$ cat src/rtl/regs_access_arbiter_pkg.sv
// ============================================================================
// Module  : regs_arb_pkg
// Brief   : Shared widths, defaults and FSM state encoding for the register
//           access arbiter.
// Revision: 1.0 - initial release
// ============================================================================
`default_nettype none

package regs_arb_pkg;

  localparam int ADDR_W = 8;
  localparam int DATA_W = 32;
  localparam logic [DATA_W-1:0] OOR_RDATA_DEF = 32'hAAAA_5555;

  typedef enum logic [1:0] {
    ST_IDLE    = 2'd0,
    ST_GRANT   = 2'd1,
    ST_RD_WAIT = 2'd2,
    ST_RESP    = 2'd3
  } state_t;

endpackage

`default_nettype wire

$ cat src/rtl/regs_access_arbiter_if.sv
// ============================================================================
// Module  : regs_access_arbiter_if
// Brief   : Requester-side and register-block-side signals of the arbiter.
// Revision: 1.0 - initial release
// ============================================================================
`default_nettype none

interface regs_access_arbiter_if
  import regs_arb_pkg::*;
#(
  parameter int NUM_REQ = 2
) ();

  logic [NUM_REQ-1:0]        req_valid_i;
  logic [NUM_REQ-1:0]        req_wr_i;
  logic [ADDR_W*NUM_REQ-1:0] req_addr_i;
  logic [DATA_W*NUM_REQ-1:0] req_wdata_i;
  logic [NUM_REQ-1:0]        req_ready_o;
  logic [NUM_REQ-1:0]        rsp_valid_o;
  logic [DATA_W-1:0]         rsp_rdata_o;
  logic                      rsp_err_o;
  logic                      ram_wr_en_o;
  logic [ADDR_W-1:0]         ram_wr_addr_o;
  logic [DATA_W-1:0]         ram_wr_data_o;
  logic                      ram_rd_en_o;
  logic [ADDR_W-1:0]         ram_rd_addr_o;
  logic [DATA_W-1:0]         ram_rd_data_i;
  logic                      busy_o;

  modport slave (
    input  req_valid_i, req_wr_i, req_addr_i, req_wdata_i, ram_rd_data_i,
    output req_ready_o, rsp_valid_o, rsp_rdata_o, rsp_err_o,
    output ram_wr_en_o, ram_wr_addr_o, ram_wr_data_o,
    output ram_rd_en_o, ram_rd_addr_o, busy_o
  );

  modport master (
    output req_valid_i, req_wr_i, req_addr_i, req_wdata_i, ram_rd_data_i,
    input  req_ready_o, rsp_valid_o, rsp_rdata_o, rsp_err_o,
    input  ram_wr_en_o, ram_wr_addr_o, ram_wr_data_o,
    input  ram_rd_en_o, ram_rd_addr_o, busy_o
  );

endinterface

`default_nettype wire

$ cat src/rtl/regs_access_arbiter_rr_arbiter.sv
// ============================================================================
// Module  : rr_arbiter
// Brief   : Combinational round-robin pick: first requester at or after ptr.
// Revision: 1.0 - initial release
// ============================================================================
`default_nettype none

module rr_arbiter #(
  parameter int NUM_REQ = 2,
  parameter int IDX_W   = (NUM_REQ > 1) ? $clog2(NUM_REQ) : 1
) (
  input  logic [NUM_REQ-1:0] req,
  input  logic [IDX_W-1:0]   ptr,
  output logic [NUM_REQ-1:0] grant,
  output logic [IDX_W-1:0]   idx,
  output logic               any
);

  localparam logic [IDX_W:0] NUM_W = (IDX_W+1)'(NUM_REQ);

  logic [IDX_W:0]   cand_sum;
  logic [IDX_W-1:0] cand;

  always_comb begin
    grant    = '0;
    idx      = '0;
    any      = 1'b0;
    cand_sum = '0;
    cand     = '0;
    for (int i = 0; i < NUM_REQ; i++) begin
      // ptr + i folded back into 0..NUM_REQ-1
      cand_sum = {1'b0, ptr} + (IDX_W+1)'(i);
      if (cand_sum >= NUM_W) begin
        cand_sum = cand_sum - NUM_W;
      end
      cand = cand_sum[IDX_W-1:0];
      if (!any && req[cand]) begin
        any         = 1'b1;
        idx         = cand;
        grant[cand] = 1'b1;
      end
    end
  end

endmodule

`default_nettype wire

$ cat src/rtl/regs_access_arbiter.sv
// ============================================================================
// Module  : regs_access_arbiter
// Brief   : Serialises NUM_REQ requesters onto one register-block port with
//           round-robin fairness; all bus-facing outputs are registered.
// Revision: 1.0 - initial release
// ============================================================================
`default_nettype none

module regs_access_arbiter
  import regs_arb_pkg::*;
#(
  parameter int                NUM_REQ   = 2,
  parameter int                REG_NUM   = 48,
  parameter int                RD_LAT    = 1,
  parameter logic [DATA_W-1:0] OOR_RDATA = OOR_RDATA_DEF
) (
  input  logic                  sys_clk_i,
  input  logic                  sys_rst_i,
  regs_access_arbiter_if.slave  bus
);

  localparam int              IDX_W     = (NUM_REQ > 1) ? $clog2(NUM_REQ) : 1;
  localparam logic [ADDR_W:0] REG_LIMIT = (ADDR_W+1)'(REG_NUM);
  localparam logic [1:0]      WAIT_LOAD = 2'(RD_LAT);

  state_t               state;
  state_t               state_nx;
  logic [IDX_W-1:0]     ptr;
  logic [NUM_REQ-1:0]   gnt_oh;
  logic [IDX_W-1:0]     gnt_idx;
  logic                 any_req;
  logic [IDX_W-1:0]     cur_idx;
  logic [NUM_REQ-1:0]   cur_oh;
  logic                 cur_wr;
  logic [ADDR_W-1:0]    cur_addr;
  logic [DATA_W-1:0]    cur_wdata;
  logic                 in_range;
  logic [DATA_W-1:0]    rdata_q;
  logic                 err_q;
  logic [1:0]           wait_cnt;
  logic [NUM_REQ-1:0]   ready_q;
  logic [NUM_REQ-1:0]   rsp_valid_q;
  logic [DATA_W-1:0]    rsp_rdata_q;
  logic                 rsp_err_q;
  logic                 wr_en_q;
  logic [ADDR_W-1:0]    wr_addr_q;
  logic [DATA_W-1:0]    wr_data_q;
  logic                 rd_en_q;
  logic [ADDR_W-1:0]    rd_addr_q;

  rr_arbiter #(
    .NUM_REQ (NUM_REQ),
    .IDX_W   (IDX_W)
  ) u_rr_arbiter (
    .req   (bus.req_valid_i),
    .ptr   (ptr),
    .grant (gnt_oh),
    .idx   (gnt_idx),
    .any   (any_req)
  );

  assign in_range = ({1'b0, cur_addr} < REG_LIMIT);

  always_ff @(posedge sys_clk_i) begin
    if (sys_rst_i) begin
      state <= ST_IDLE;
    end else begin
      state <= state_nx;
    end
  end

  always_comb begin
    state_nx = state;
    case (state)
      ST_IDLE:    if (any_req) state_nx = ST_GRANT;
      ST_GRANT:   state_nx = (cur_wr || !in_range) ? ST_RESP : ST_RD_WAIT;
      ST_RD_WAIT: if (wait_cnt == 2'd0) state_nx = ST_RESP;
      ST_RESP:    state_nx = ST_IDLE;
      default:    state_nx = ST_IDLE;
    endcase
  end

  // Outputs are registered off the current state, so each bus event lands
  // one cycle after the state that decides it.
  always_ff @(posedge sys_clk_i) begin
    if (sys_rst_i) begin
      ptr         <= '0;
      cur_idx     <= '0;
      cur_oh      <= '0;
      cur_wr      <= 1'b0;
      cur_addr    <= '0;
      cur_wdata   <= '0;
      rdata_q     <= '0;
      err_q       <= 1'b0;
      wait_cnt    <= '0;
      ready_q     <= '0;
      rsp_valid_q <= '0;
      rsp_rdata_q <= '0;
      rsp_err_q   <= 1'b0;
      wr_en_q     <= 1'b0;
      wr_addr_q   <= '0;
      wr_data_q   <= '0;
      rd_en_q     <= 1'b0;
      rd_addr_q   <= '0;
    end else begin
      ready_q     <= '0;
      rsp_valid_q <= '0;
      rsp_rdata_q <= '0;
      rsp_err_q   <= 1'b0;
      wr_en_q     <= 1'b0;
      rd_en_q     <= 1'b0;
      case (state)
        ST_IDLE: begin
          if (any_req) begin
            cur_idx   <= gnt_idx;
            cur_oh    <= gnt_oh;
            cur_wr    <= bus.req_wr_i[gnt_idx];
            cur_addr  <= bus.req_addr_i[{gnt_idx, 3'b000} +: ADDR_W];
            cur_wdata <= bus.req_wdata_i[{gnt_idx, 5'b00000} +: DATA_W];
          end
        end
        ST_GRANT: begin
          ready_q <= cur_oh;
          err_q   <= !in_range;
          rdata_q <= '0;
          if (cur_wr) begin
            if (in_range) begin
              wr_en_q   <= 1'b1;
              wr_addr_q <= cur_addr;
              wr_data_q <= cur_wdata;
            end
          end else if (in_range) begin
            rd_en_q   <= 1'b1;
            rd_addr_q <= cur_addr;
            wait_cnt  <= WAIT_LOAD;
          end else begin
            rdata_q <= OOR_RDATA;
          end
        end
        ST_RD_WAIT: begin
          if (wait_cnt == 2'd0) begin
            rdata_q <= bus.ram_rd_data_i;
          end else begin
            wait_cnt <= wait_cnt - 2'd1;
          end
        end
        ST_RESP: begin
          rsp_valid_q <= cur_oh;
          rsp_rdata_q <= rdata_q;
          rsp_err_q   <= err_q;
          ptr         <= (cur_idx == IDX_W'(NUM_REQ - 1)) ? '0 : cur_idx + IDX_W'(1);
        end
        default: ;
      endcase
    end
  end

  assign bus.req_ready_o   = ready_q;
  assign bus.rsp_valid_o   = rsp_valid_q;
  assign bus.rsp_rdata_o   = rsp_rdata_q;
  assign bus.rsp_err_o     = rsp_err_q;
  assign bus.ram_wr_en_o   = wr_en_q;
  assign bus.ram_wr_addr_o = wr_addr_q;
  assign bus.ram_wr_data_o = wr_data_q;
  assign bus.ram_rd_en_o   = rd_en_q;
  assign bus.ram_rd_addr_o = rd_addr_q;
  assign bus.busy_o        = (state != ST_IDLE);

endmodule

`default_nettype wire

$ cat src/flat_wrapper.sv
// flat-port wrapper written by rule: the top's interface ports become plain ports
module regs_access_arbiter_flat import regs_arb_pkg::*;
#(
  parameter int                NUM_REQ   = 2,
  parameter int                REG_NUM   = 48,
  parameter int                RD_LAT    = 1,
  parameter logic [DATA_W-1:0] OOR_RDATA = OOR_RDATA_DEF
)
  (sys_clk_i, sys_rst_i, bus_req_valid_i, bus_req_wr_i, bus_req_addr_i, bus_req_wdata_i, bus_ram_rd_data_i, bus_req_ready_o, bus_rsp_valid_o, bus_rsp_rdata_o, bus_rsp_err_o, bus_ram_wr_en_o, bus_ram_wr_addr_o, bus_ram_wr_data_o, bus_ram_rd_en_o, bus_ram_rd_addr_o, bus_busy_o);
  regs_access_arbiter_if #(.NUM_REQ(NUM_REQ)) bus_i ();
  input  logic sys_clk_i;
  input  logic sys_rst_i;
  input wire logic [$bits(bus_i.req_valid_i)-1:0] bus_req_valid_i;
  input wire logic [$bits(bus_i.req_wr_i)-1:0] bus_req_wr_i;
  input wire logic [$bits(bus_i.req_addr_i)-1:0] bus_req_addr_i;
  input wire logic [$bits(bus_i.req_wdata_i)-1:0] bus_req_wdata_i;
  input wire logic [$bits(bus_i.ram_rd_data_i)-1:0] bus_ram_rd_data_i;
  output wire logic [$bits(bus_i.req_ready_o)-1:0] bus_req_ready_o;
  output wire logic [$bits(bus_i.rsp_valid_o)-1:0] bus_rsp_valid_o;
  output wire logic [$bits(bus_i.rsp_rdata_o)-1:0] bus_rsp_rdata_o;
  output wire logic [$bits(bus_i.rsp_err_o)-1:0] bus_rsp_err_o;
  output wire logic [$bits(bus_i.ram_wr_en_o)-1:0] bus_ram_wr_en_o;
  output wire logic [$bits(bus_i.ram_wr_addr_o)-1:0] bus_ram_wr_addr_o;
  output wire logic [$bits(bus_i.ram_wr_data_o)-1:0] bus_ram_wr_data_o;
  output wire logic [$bits(bus_i.ram_rd_en_o)-1:0] bus_ram_rd_en_o;
  output wire logic [$bits(bus_i.ram_rd_addr_o)-1:0] bus_ram_rd_addr_o;
  output wire logic [$bits(bus_i.busy_o)-1:0] bus_busy_o;
  assign bus_i.req_valid_i = bus_req_valid_i;
  assign bus_i.req_wr_i = bus_req_wr_i;
  assign bus_i.req_addr_i = bus_req_addr_i;
  assign bus_i.req_wdata_i = bus_req_wdata_i;
  assign bus_i.ram_rd_data_i = bus_ram_rd_data_i;
  assign bus_req_ready_o = bus_i.req_ready_o;
  assign bus_rsp_valid_o = bus_i.rsp_valid_o;
  assign bus_rsp_rdata_o = bus_i.rsp_rdata_o;
  assign bus_rsp_err_o = bus_i.rsp_err_o;
  assign bus_ram_wr_en_o = bus_i.ram_wr_en_o;
  assign bus_ram_wr_addr_o = bus_i.ram_wr_addr_o;
  assign bus_ram_wr_data_o = bus_i.ram_wr_data_o;
  assign bus_ram_rd_en_o = bus_i.ram_rd_en_o;
  assign bus_ram_rd_addr_o = bus_i.ram_rd_addr_o;
  assign bus_busy_o = bus_i.busy_o;
  regs_access_arbiter #(.NUM_REQ(NUM_REQ), .REG_NUM(REG_NUM), .RD_LAT(RD_LAT), .OOR_RDATA(OOR_RDATA)) u_core (.sys_clk_i(sys_clk_i), .sys_rst_i(sys_rst_i), .bus(bus_i));
endmodule
$ cat config.mk
export PLATFORM = sky130hd
export DESIGN_NAME = regs_access_arbiter_flat
export DESIGN_NICKNAME = d
export VERILOG_FILES = /design/src/rtl/regs_access_arbiter_pkg.sv /design/src/rtl/regs_access_arbiter_if.sv /design/src/rtl/regs_access_arbiter_rr_arbiter.sv /design/src/rtl/regs_access_arbiter.sv /design/src/flat_wrapper.sv
export SDC_FILE = /design/constraint.sdc
export NUM_CORES = 1
export LEC_CHECK = 0
export CORE_ASPECT_RATIO = 1.5
export CORE_UTILIZATION = 45
export CTS_BUF_LIST = sky130_fd_sc_hd__clkbuf_8
export CTS_CLUSTER_SIZE = 28
export DETAILED_ROUTE_END_ITERATION = 6
export GPL_TIMING_DRIVEN = 0
export PLACE_DENSITY = 0.82
export SLEW_MARGIN = 40
export SYNTH_ARGS = -nofsm -noshare
export SYNTH_HDL_FRONTEND = slang
export SYNTH_SLANG_ARGS = --single-unit
export TNS_END_PERCENT = 10
$ cat constraint.sdc
create_clock -name sys_clk_i -period 5.2 [get_ports sys_clk_i]
set_input_delay 1.04 -clock sys_clk_i [delete_from_list [all_inputs] [get_ports sys_clk_i]]
set_output_delay 1.04 -clock sys_clk_i [all_outputs]
set_load 0.01 [all_outputs]
==> reports/results.ini <==
[floorplanning]
die_h_um=153
io_pins=206
initial_core_util=0.466
die_area_um2=15700
placeableCoreArea_um2=14700
num_rows=54
die_w_um=103

[worst_setup_path]
start_kind=register
critPathKind=reg -> out
cp_cell_sequence=inv_1, ha_1, inv_1, clkdlybuf4s50_1
cp-end-kind=output port
crit_arrival_ns=1.96
cp_common_cell=inv_1
required_ns=4.16
rr_worst_depth=6
worstPathMaxFanout=6
r2r_start=u_core.state[1]
crit_path_top_delay_cell=clkdlybuf4s50_1
r2r_slack_ns=3.21
crit_path_max_incr_delay_ns=0.59
r2r_end=u_core.bus.ram_rd_addr_o[5]

[pwr]
p_per_area_nw_per_um2=446
p_leak_uw=0.00330
peakVddDrop_mv=0.238

[clocking]
cts_buffers=17
cts_tree=done
cts.clk_slew.worst_paths_ns=0.09
clock_tree.buffer_depth=2
hold_buffers=0
htree_levels=4
clk-insertion-delay-late_ns=0.45
cts_root_buffer=clkbuf_8
cts.repair.resized=0
clock-sinks=169
post_cts_buffers=0

[finish]
final_cells=1157
drive_gt1_frac=0.0749
num_antenna_cells=0
nFillCells=1266
multi_input_area_um2=3080
regArea_um2=3380
area_growth_pct=39.4
finalNetCount=1071
design_area_um2=9530

[drt]
antenna_left=0
avgViaCountPerCell=5.46
first_iter_violations=256
first_pass_iters=5
routed_wl_um=19500
drc=0
dr_total_vias=6319
post_drt_wl_per_cell_um=16.8

[hold_path]
hold_path_end=u_core.ptr
hold_class=reg -> reg
hold_depth=1
hold_start=u_core.cur_idx

[yosys]
synth-seq-area-share=0.495
yosysMostFrequentCell=dfxtp_1
netlist.area_leader.share=0.495
synthTopCellsByArea=dfxtp_1, a311oi_1, nand3b_1
syn_inst=725
synth_common_cells=dfxtp_1, nor2_1, a21oi_1
yosys_warnings=0
syn_nets=848
synth_area_per_cell_um2=9.43
synth_flop_cell=dfxtp_1
netlist-cell-type-count=45
syn_area_um2=6840
synth_seq_cells=169
yosys.area.top_type=dfxtp_1
async_flop_share=0
synth_edf_count=0

[timing]
slew_headroom=0.558
clock.fmax_mhz=333
worst_pin_slew_ns=0.663
rsz0062_at_grt=no
post-route-period-util=0.577
clock_skew_ns=0.00941
maxSlewViolCount=0
finalHoldViolCount=0
setup_viol=0
setup_tns_ns=0
post-route-min-period_ns=3.00
timing.hold.ws_ns=0.434

[global_route]
overflow=0
grt_pass1_wl_um=31100
grt_start_max_net_pins=17
grt.total_usage=0.254
first_global_vias=6271
antenna_found_initial=0

[placed_design]
port_buffers=204
dpl_cell_area_um2=9120
place_hpwl_um=14500
gp_congestion=0.887
dp.cells=1125

[status]
outcome=finished, final reports clean

[flow_run]
drv_cap=0

[final cells by class]
class | instances | area share
inverter | 9 | 0.00355
clock inverter | 15 | 0.0177
buffer | 78 | 0.0357
clock buffer | 17 | 0.0246
timing repair buffer | 204 | 0.214
sequential | 169 | 0.355
tap | 196 | 0.0257
multi-input combinational | 469 | 0.323
[worst max-delay path, delay by kind of cell, from the launching register on]
family	cells	cell delay, ns
adder cells (fa/ha/maj)	1	0.28
buffers and inverters	3	0.85
flip-flops	1	0.39
[metal layers]
layer | track usage | vias up | share of wire
met1 | 0.285 | 2942 | 0.39
met3 | 0.0494 | 44 | 0.054
met2 | 0.447 | 237 | 0.52
met5 | 0 | - | 0
li1 | - | 3096 | -
met4 | 0.122 | 0 | 0.036
[through the flow]
step	utilization	setup WS (ns)	total power (uW)
finish	0.650	2.20	4250
global route	0.650	2.10	4520
CTS	0.650	2.18	4260
detailed placement	0.622	2.28	3320
global placement	0.622	2.38	3290
floorplan	-	3.12	2800
[worst max path at each step]
stage / from / endpoint / slack, ns
2_1_floorplan: sys_rst_i / u_core.bus.ram_wr_data_o[28] / 3.12
3_3_place_gp: bus_req_valid_i[1] / u_core.cur_wdata[25] / 2.38
3_5_place_dp: bus_req_valid_i[1] / u_core.cur_wdata[28] / 2.28
4_1_cts: u_core.state[0] / bus_busy_o / 2.18
5_1_grt: u_core.state[0] / bus_busy_o / 2.10
6_report: u_core.state[0] / bus_busy_o / 2.20
[power breakdown]
part / leakage, uW / switching (uW) / internal, uW
clock network: 0.000206 / 506 / 439
logic: 0.00172 / 1020 / 612
registers: 0.00138 / 142 / 1530
total: 0.00330 / 1670 / 2580
[sequential cells by signal (all words and copies together) (netlist names), 2 cells and up]
name,cells
u_core.cur_wdata,32
u_core.bus.req_ready_o,2
u_core.cur_addr,8
u_core.bus.rsp_valid_o,2
u_core.state,2
u_core.cur_oh,2
u_core.rdata_q,32
u_core.bus.rsp_rdata_o,32
u_core.bus.ram_rd_addr_o,8
u_core.bus.ram_wr_addr_o,8
u_core.wait_cnt,2
u_core.bus.ram_wr_data_o,32
[kinds of logic (layout without fill, tap and decap cells)]
group                    after synthesis  in the layout  share of synthesized area
buffers and inverters                 87            323                     0.0547
adder cells (fa/ha/maj)                5              5                    0.00915
flip-flops                           169            169                      0.495
AND/OR/NAND/NOR                      236            236                      0.199
multiplexers                          16             16                     0.0236
AO/OA/AOI/OAI                        212            212                      0.218
[layout by cell type, fill, tap and decap left out, drive strengths merged, types with 5 or more instances in the layout]
master,instances
a21oi,51
dfxtp,169
ha,5
a211oi,19
nor3b,7
a311oi,41
clkinv,6
a22oi,17
nand2b,20
nor2,78
o21ai,44
nand3b,45
o31ai,33
clkdlybuf4s50,204
mux2i,15
buf,28
and2,36
inv,15
clkbuf,67
nand4,32
Power figures use the tool's default switching activity.
